`config.mk`:
```
export PLATFORM = sky130hd
export DESIGN_NAME = oifs_tx_pattern_gen
export DESIGN_NICKNAME = d
export VERILOG_FILES = /design/src/rtl/oifs_tx_pattern_gen.sv
export SDC_FILE = /design/constraint.sdc
export NUM_CORES = 1
export LEC_CHECK = 0
export BUFFER_PORTS_ARGS = -buffer_cell sky130_fd_sc_hd__buf_2
export CORE_AREA = 2 2 96 98
export DETAILED_ROUTE_END_ITERATION = 8
export DIE_AREA = 0 0 98 100
export PLACE_DENSITY = 0.71
export SLEW_MARGIN = 15
export SYNTH_ARGS = -nofsm -noshare
export SYNTH_HDL_FRONTEND = slang
export SYNTH_SLANG_ARGS = --single-unit
export TNS_END_PERCENT = 10
```
`constraint.sdc`:
```
create_clock -name i_clk -period 2 [get_ports i_clk]
set_input_delay 0.2 -clock i_clk [delete_from_list [all_inputs] [get_ports i_clk]]
set_output_delay 0.2 -clock i_clk [all_outputs]
set_load 0.01 [all_outputs]
```
`src/rtl/oifs_tx_pattern_gen.sv`:
```
// Multi-channel test-pattern source for the OIFS TX framer input: counter, PRBS or
// walking-one words, round-robin over channels, paced back-to-back or one per PERIOD.
module oifs_tx_pattern_gen #(
  parameter int                DATA_W    = 8,
  parameter int                CHANNELS  = 2,
  parameter string             MODE      = "PERIODIC",
  parameter int                PERIOD    = 99_000_000,
  parameter logic [DATA_W-1:0] LFSR_TAPS = 8'hB8,
  parameter int                DROP_W    = 16,
  localparam int               CH_W      = (CHANNELS > 1) ? $clog2(CHANNELS) : 1
) (
  input  logic              i_clk,
  input  logic              i_arst_n,
  input  logic              i_enable,
  input  logic [1:0]        i_pattern,
  output logic              o_valid,
  output logic [DATA_W-1:0] o_data,
  output logic [CH_W-1:0]   o_channel,
  input  logic              i_ready,
  output logic              o_overrun,
  output logic [DROP_W-1:0] o_drop_cnt
);

  localparam bit FULL = (MODE == "FULL_SPEED");
  localparam int TW   = (PERIOD > 1) ? $clog2(PERIOD) : 1;
  localparam int NW   = 1 << CH_W;

  if ((MODE != "PERIODIC") && (MODE != "FULL_SPEED")) begin : g_mode_check
    $error("oifs_tx_pattern_gen: MODE must be \"PERIODIC\" or \"FULL_SPEED\"");
  end

  typedef enum logic [1:0] {ST_IDLE, ST_WAIT, ST_SEND} state_t;

  function automatic logic [DATA_W-1:0] seed_word(input logic [1:0] pat, input int k);
    case (pat)
      2'd1:    seed_word = DATA_W'(k + 1);
      2'd2:    seed_word = {{(DATA_W-1){1'b0}}, 1'b1};
      default: seed_word = '0;
    endcase
  endfunction

  function automatic logic [DATA_W-1:0] step_word(input logic [1:0] pat,
                                                  input logic [DATA_W-1:0] w);
    case (pat)
      2'd1:    step_word = (w >> 1) ^ (w[0] ? LFSR_TAPS : {DATA_W{1'b0}});
      2'd2:    step_word = {w[DATA_W-2:0], w[DATA_W-1]};
      default: step_word = w + DATA_W'(1);
    endcase
  endfunction

  state_t              state_q, state_d;
  logic [1:0]          pat_q, pat_d;
  logic [CH_W-1:0]     chan_q, chan_d;
  logic [DATA_W-1:0]   data_q, data_d;
  logic                valid_q, valid_d;
  logic                overrun_q, overrun_d;
  logic [DROP_W-1:0]   drop_q, drop_d;
  logic [TW-1:0]       tick_cnt_q, tick_cnt_d;
  logic [DATA_W-1:0]   words_q [NW];
  logic [DATA_W-1:0]   words_d [NW];
  logic                tick_s;
  logic                xfer_s;

  assign tick_s = FULL ? 1'b0 : (tick_cnt_q == TW'(PERIOD - 1));
  assign xfer_s = valid_q & i_ready;

  // Next-state, word generation, pacing and drop accounting.
  always_comb begin
    state_d    = state_q;
    pat_d      = pat_q;
    chan_d     = chan_q;
    data_d     = data_q;
    overrun_d  = 1'b0;
    drop_d     = drop_q;
    words_d    = words_q;
    if (state_q == ST_IDLE) begin
      tick_cnt_d = '0;
    end else if (tick_s) begin
      tick_cnt_d = '0;
    end else begin
      tick_cnt_d = tick_cnt_q + TW'(1);
    end

    case (state_q)
      ST_IDLE: begin
        if (i_enable) begin
          pat_d = i_pattern;
          for (int k = 0; k < NW; k++) begin
            words_d[k] = seed_word(i_pattern, k);
          end
          chan_d  = '0;
          data_d  = seed_word(i_pattern, 0);
          state_d = FULL ? ST_SEND : ST_WAIT;
        end else begin
          state_d = ST_IDLE;
        end
      end
      ST_WAIT: begin
        if (!i_enable) begin
          state_d = ST_IDLE;
        end else if (tick_s) begin
          state_d = ST_SEND;
        end else begin
          state_d = ST_WAIT;
        end
      end
      ST_SEND: begin
        if (xfer_s) begin
          words_d[chan_q] = step_word(pat_q, words_q[chan_q]);
          chan_d = (chan_q == CH_W'(CHANNELS - 1)) ? '0 : chan_q + CH_W'(1);
          data_d = words_d[chan_d];
          if (!i_enable) begin
            state_d = ST_IDLE;
          end else if (FULL || tick_s) begin
            state_d = ST_SEND;
          end else begin
            state_d = ST_WAIT;
          end
        end else if (tick_s) begin
          // The pending word stays; the new tick is the one that is lost.
          overrun_d = 1'b1;
          drop_d    = (drop_q != {DROP_W{1'b1}}) ? drop_q + DROP_W'(1) : drop_q;
        end else begin
          state_d = ST_SEND;
        end
      end
      default: begin
        state_d = ST_IDLE;
      end
    endcase

    valid_d = (state_d == ST_SEND);
  end

  // State and output registers.
  always_ff @(posedge i_clk or negedge i_arst_n) begin
    if (!i_arst_n) begin
      state_q    <= ST_IDLE;
      pat_q      <= 2'd0;
      chan_q     <= '0;
      data_q     <= '0;
      valid_q    <= 1'b0;
      overrun_q  <= 1'b0;
      drop_q     <= '0;
      tick_cnt_q <= '0;
      for (int k = 0; k < NW; k++) begin
        words_q[k] <= seed_word(2'd0, k);
      end
    end else begin
      state_q    <= state_d;
      pat_q      <= pat_d;
      chan_q     <= chan_d;
      data_q     <= data_d;
      valid_q    <= valid_d;
      overrun_q  <= overrun_d;
      drop_q     <= drop_d;
      tick_cnt_q <= tick_cnt_d;
      words_q    <= words_d;
    end
  end

  assign o_valid    = valid_q;
  assign o_data     = data_q;
  assign o_channel  = chan_q;
  assign o_overrun  = overrun_q;
  assign o_drop_cnt = drop_q;

endmodule
```
Word-level counts from Yosys, hierarchy flattened

Index checks and enable logic that the tools add are counted.

Memory bits (writable): 0
Bits in latches: 0
Register bits: 74
ROM bits: 0
Memories kept: 0

Equality and inequality tests: 11
$add $sub $neg: 4
Bitwise gates (word level): 5
$mul: 0
Divide/modulo/power cells: 0
$lt $le $gt $ge: 3
Reduce and logical (&&, ||, !) cells: 7
Mux-type cells: 36
Shift operators: 0

Operators by type and width:

| cell                    | count |
|---|---|
| $mux W8                 | 12 |
| $mux W27                | 2 |
| $mux W16                | 2 |
| $pmux W16 S2            | 1 |
| $pmux W8 S2             | 2 |
| $add A27 B1 Y27 const B | 1 |
| $eq A27 B27 Y1 const B  | 1 |
| $add A16 B1 Y16 const B | 1 |
| $bwmux W16              | 1 |
| $ne A16 B16 Y1 const B  | 1 |
| $add A8 B1 Y8 const B   | 1 |
| $demux W8 S1            | 1 |
| $eq A2 B2 Y1 const B    | 4 |
| $mux W1                 | 8 |
| $mux W2                 | 4 |
| $xor A7 B8 Y8           | 1 |
| $eq A2 B1 Y1 const B    | 3 |
| $pmux W2 S3             | 1 |
| $ge A2 B2 Y1 const B    | 2 |
| $ne A2 B2 Y1 const B    | 2 |
| $not A1 Y2              | 2 |
| $pmux W2 S2             | 1 |
| $reduce_and A4 Y1       | 1 |
| $reduce_and A3 Y1       | 1 |
| other kinds (10)        | 10 |

Depth between registers and ports, before layout

Depth in word-level cells: 15
Gate-level depth with buffers: 8
Depth with buffers taken out: 7

Worst setup path after synthesis

OpenSTA, ideal clock, no wires.

Kind: register to register
Start: register drop_q[0], in the netlist o_drop_cnt[0]
End: register drop_q[1], in the netlist o_drop_cnt[1]
Setup time: 128 ps
Path slack: 90 ps
Buffers on the path: 0
Data arrival time: 1,782 ps
Stages on the path, launching flop included: 7
Period minus slack after synthesis: 1,910 ps
Required time: 1,872 ps
Path through: dfrtp_1 > ha_1 > nand2_1 > nor4_1 > nand2_1 > nand2_1 > mux2_1

Longest elaborated chain between the ends: 2
Elaborated cells on any way between the ends: 3
Classes of those cells: add/sub: 1; eq/ne: 1; reduce/logical: 1

RTL lines:

| item                                                                    | line | text |
|---|---|---|
| start: declaration                                                      | 57   | `logic [DROP_W-1:0] drop_q, drop_d;` |
| start signal: assignment                                                | 156  | `drop_q <= drop_d;` |
| parallel branches: the longest is 2 deep, another holds $add A16 B1 Y16 | -    |  |

Several ways; the timed one is not identified.
A chain may end at the register's enable or synchronous reset.

Worst setup path in the final report

Start: register tick_cnt_q[1]
End: register drop_q[1], in the netlist o_drop_cnt[1]

Longest elaborated chain between the ends: 2

RTL lines:

| item                               | line | text |
|---|---|---|
| start: declaration                 | 58   | `logic [TW-1:0] tick_cnt_q, tick_cnt_d;` |
| start signal: assignment           | 157  | `tick_cnt_q <= tick_cnt_d;` |
| $eq A27 B27 Y1                     | 64   | `assign tick_s = FULL ? 1'b0 : (tick_cnt_q == TW'(PERIOD - 1));` |
| $reduce_and A4 Y1 (no source line) | -    |  |

Every way passes these cells.

==> results.yml <==
route:
  ant_nets: 0
  firstDrtPassIters: 4
  routed-via-count: 3277
  drc: 0
  first_iter_violations: 156
  wire_per_inst_um: 15.1
  wl_um: 8930
  viasPerCell: 5.55
grt:
  grt_pass1_vias: 3231
  grt_max_degree: 40
  antenna_found_initial: 0
  grt.overflow.total: 0
  grt_util_all_layers: 0.195
  grt_pass1_wl_um: 15400
synth:
  synth_compound_area_frac: 0.101
  synthXorXnorAreaFrac: 0.109
  synth_simple_gate_area_frac: 0.229
  synth_seq_area_share: 0.451
  yosys.area.top_type: "dfrtp_1"
  netlist_area_um2: 4100
  yosys-mux-area-fraction: 0.0515
  synth_warnings: 0
  synthArstFlopShare: 1.00
  synth_adder_area_share: 0.0213
  synth-edff-count: 0
  syn_inst: 422
  synth_nets: 435
  yosys.area.top_type_share: 0.451
  ys_seq_elements: 74
  synth_top_family_by_area: "simple AND/OR/NAND/NOR gates"
  synthMostInstantiatedCell: "dfrtp_1"
  yosys.cell_types.count: 53
  ys_dominant_reg_cell: "dfrtp_1"
  synth_area_per_cell_um2: 9.72
  synthTopCellsByArea: "dfrtp_1, xnor2_1, nand2_1"
  ys_top_cells_by_count: "dfrtp_1, nand2_1, xnor2_1, nor2_1, nand3_1"
critical_path:
  criticalPathCategory: "flip-flop to flip-flop"
  reg2reg_depth: 7
  cp_max_fo: 15
  arrival_ns: 2.21
  crit_path_start_kind: "flip-flop"
  cp_data_required_time_ns: 2.24
  cp-end-kind: "flip-flop"
floorplanning:
  die-height_um: 100
  design.die.area_um2: 9800
  start_util: 0.462
  core_um2: 8890
  die_width_um: 98
  num_io_pins: 33
  rows: 35
clock_network:
  post_cts_buffers: 0
  cts_root_buf: "clkbuf_8"
  numCtsBuffers: 9
  cts_tree: "built"
  htreeDepth: 3
  cts_sinks: 74
  clock_latency_ns: 0.35
  clk_pin_slew_ns: 0.08
  clockBufferDepth: 2
cells_and_area:
  seq_area_um2: 1850
  antenna_cells: 0
  fin_nets: 487
  nFillCells: 834
  syn_to_final_growth_pct: 16.1
  stdcell_count: 590
  multiInputGateArea_um2: 2130
  drive_above_1_share: 0.213
timing:
  fin_crit_sh: 0.985
  max_slew_margin: 0.638
  fin_skew_ns: 0.00928
  setup_viol: 0
  slew_violations: 0
  fmax_mhz: 508
  hold_viol: 0
  rsz0062_at_grt: "true"
  period_needed_ns: 1.97
  worst_slew_pin_slew_ns: 0.541
placement:
  dp_hpwl_um: 6340
  io_buffer_count: 32
  routabilityCongestion: 0.900
  placed_cells: 573
run:
  cap_violations: 0
power:
  power.total_mw: 2.99
  p_leak_nw: 2.09
  peakVddDrop_mv: 0.363
  power.density_nw_per_um2: 627
min_path:
  whs_path_depth: 2
  hold_class: "input port to flip-flop"
outcome:
  outcome: "finished clean"
==> layout by cell type, fill, tap and decap left out, types with 13 or more instances in the layout <==
cell type,Yosys,final
nand3_1,22,22
xnor2_1,40,40
buf_4,1,23
buf_2,6,31
nor2_1,38,38
nand2_1,47,47
nand4_1,15,15
dfrtp_1,74,73
a21oi_1,14,14
o21ai_0,21,21
inv_1,13,13
==> worst max-delay path, stage by stage, from the launching register on <==
cell,delay (ns)
dfrtp_1,0.37
ha_1,0.17
and4_1,0.25
nand3_2,0.14
nor4_4,0.33
buf_12,0.18
nand2_1,0.10
mux2_1,0.32
==> timing repair <==
action | CTS | global route
gates resized for setup | 0 | 7
hold buffers | 1 | 0
endpoints found under the setup margin | 0 | 13
endpoints found under the hold margin | 35 | 0
==> report_power, final <==
group / switching [mW] / internal, mW
logic: 0.190 / 0.113
registers: 0.0161 / 1.52
clock network: 0.571 / 0.579
total: 0.777 / 2.21
==> stage by stage <==
step	hold WS [ns]	setup slack (ns)	instance area, um2	TNS (ns)	utilization
detailed placement	0.197	0.0345	4520	0	0.509
finish	0.109	0.0296	4760	0	0.536
global route	0.0946	-0.0467	4760	-0.0748	0.536
floorplan	-0.0956	0.0900	4100	0	-
CTS	0.0932	0.0324	4730	0	0.532
global placement	0.194	0.0921	4520	0	0.509
==> final timing paths <==
kind	from	end	slack [ns]
worst min register to register	o_data[2]	o_data[2]	0.47
worst max-delay path	tick_cnt_q[1]	o_drop_cnt[1]	0.03
max in group asynchronous	i_arst_n	tick_cnt_q[2]	1.09
worst max register to register	tick_cnt_q[1]	o_drop_cnt[1]	0.03
worst min-delay path	i_enable	state_q[0]	0.11
min in group asynchronous	i_arst_n	words_q[10]	0.34
==> cell families after synthesis <==
| group | after synthesis |
|---|---|
| AOI/OAI and AO/OA | 64 |
| muxes | 20 |
| DFF | 74 |
| adders and majority gates | 7 |
| and+or+nand+nor | 176 |
| buffers and inverters | 30 |
| xor gates and xnor gates | 51 |
==> flip-flops by register name, summed over array words and instances, names as in the netlist, named ones only <==
register / cells
tick_cnt_q: 27
o_drop_cnt: 16
words_q: 13
o_data: 8
pat_q: 2
state_q: 2
o_channel: 1
o_overrun: 1
o_valid: 1
==> layout make-up <==
cell class	count	share of cell area
Multi-Input combinational cell	318	0.447
Inverter	13	0.0102
Sequential cell	74	0.389
Clock inverter	6	0.0137
Tap cell	111	0.0292
Timing Repair Buffer	58	0.0836
Clock buffer	10	0.0268
==> layer usage <==
metal	global-route usage	part of all wire	wire [um]
met1	0.264	0.46	4090
met2	0.313	0.49	4340
met3	0.0306	0.033	293
met4	0.0823	0.023	204
met5	0	0	0
Power figures use the tool's default switching activity.
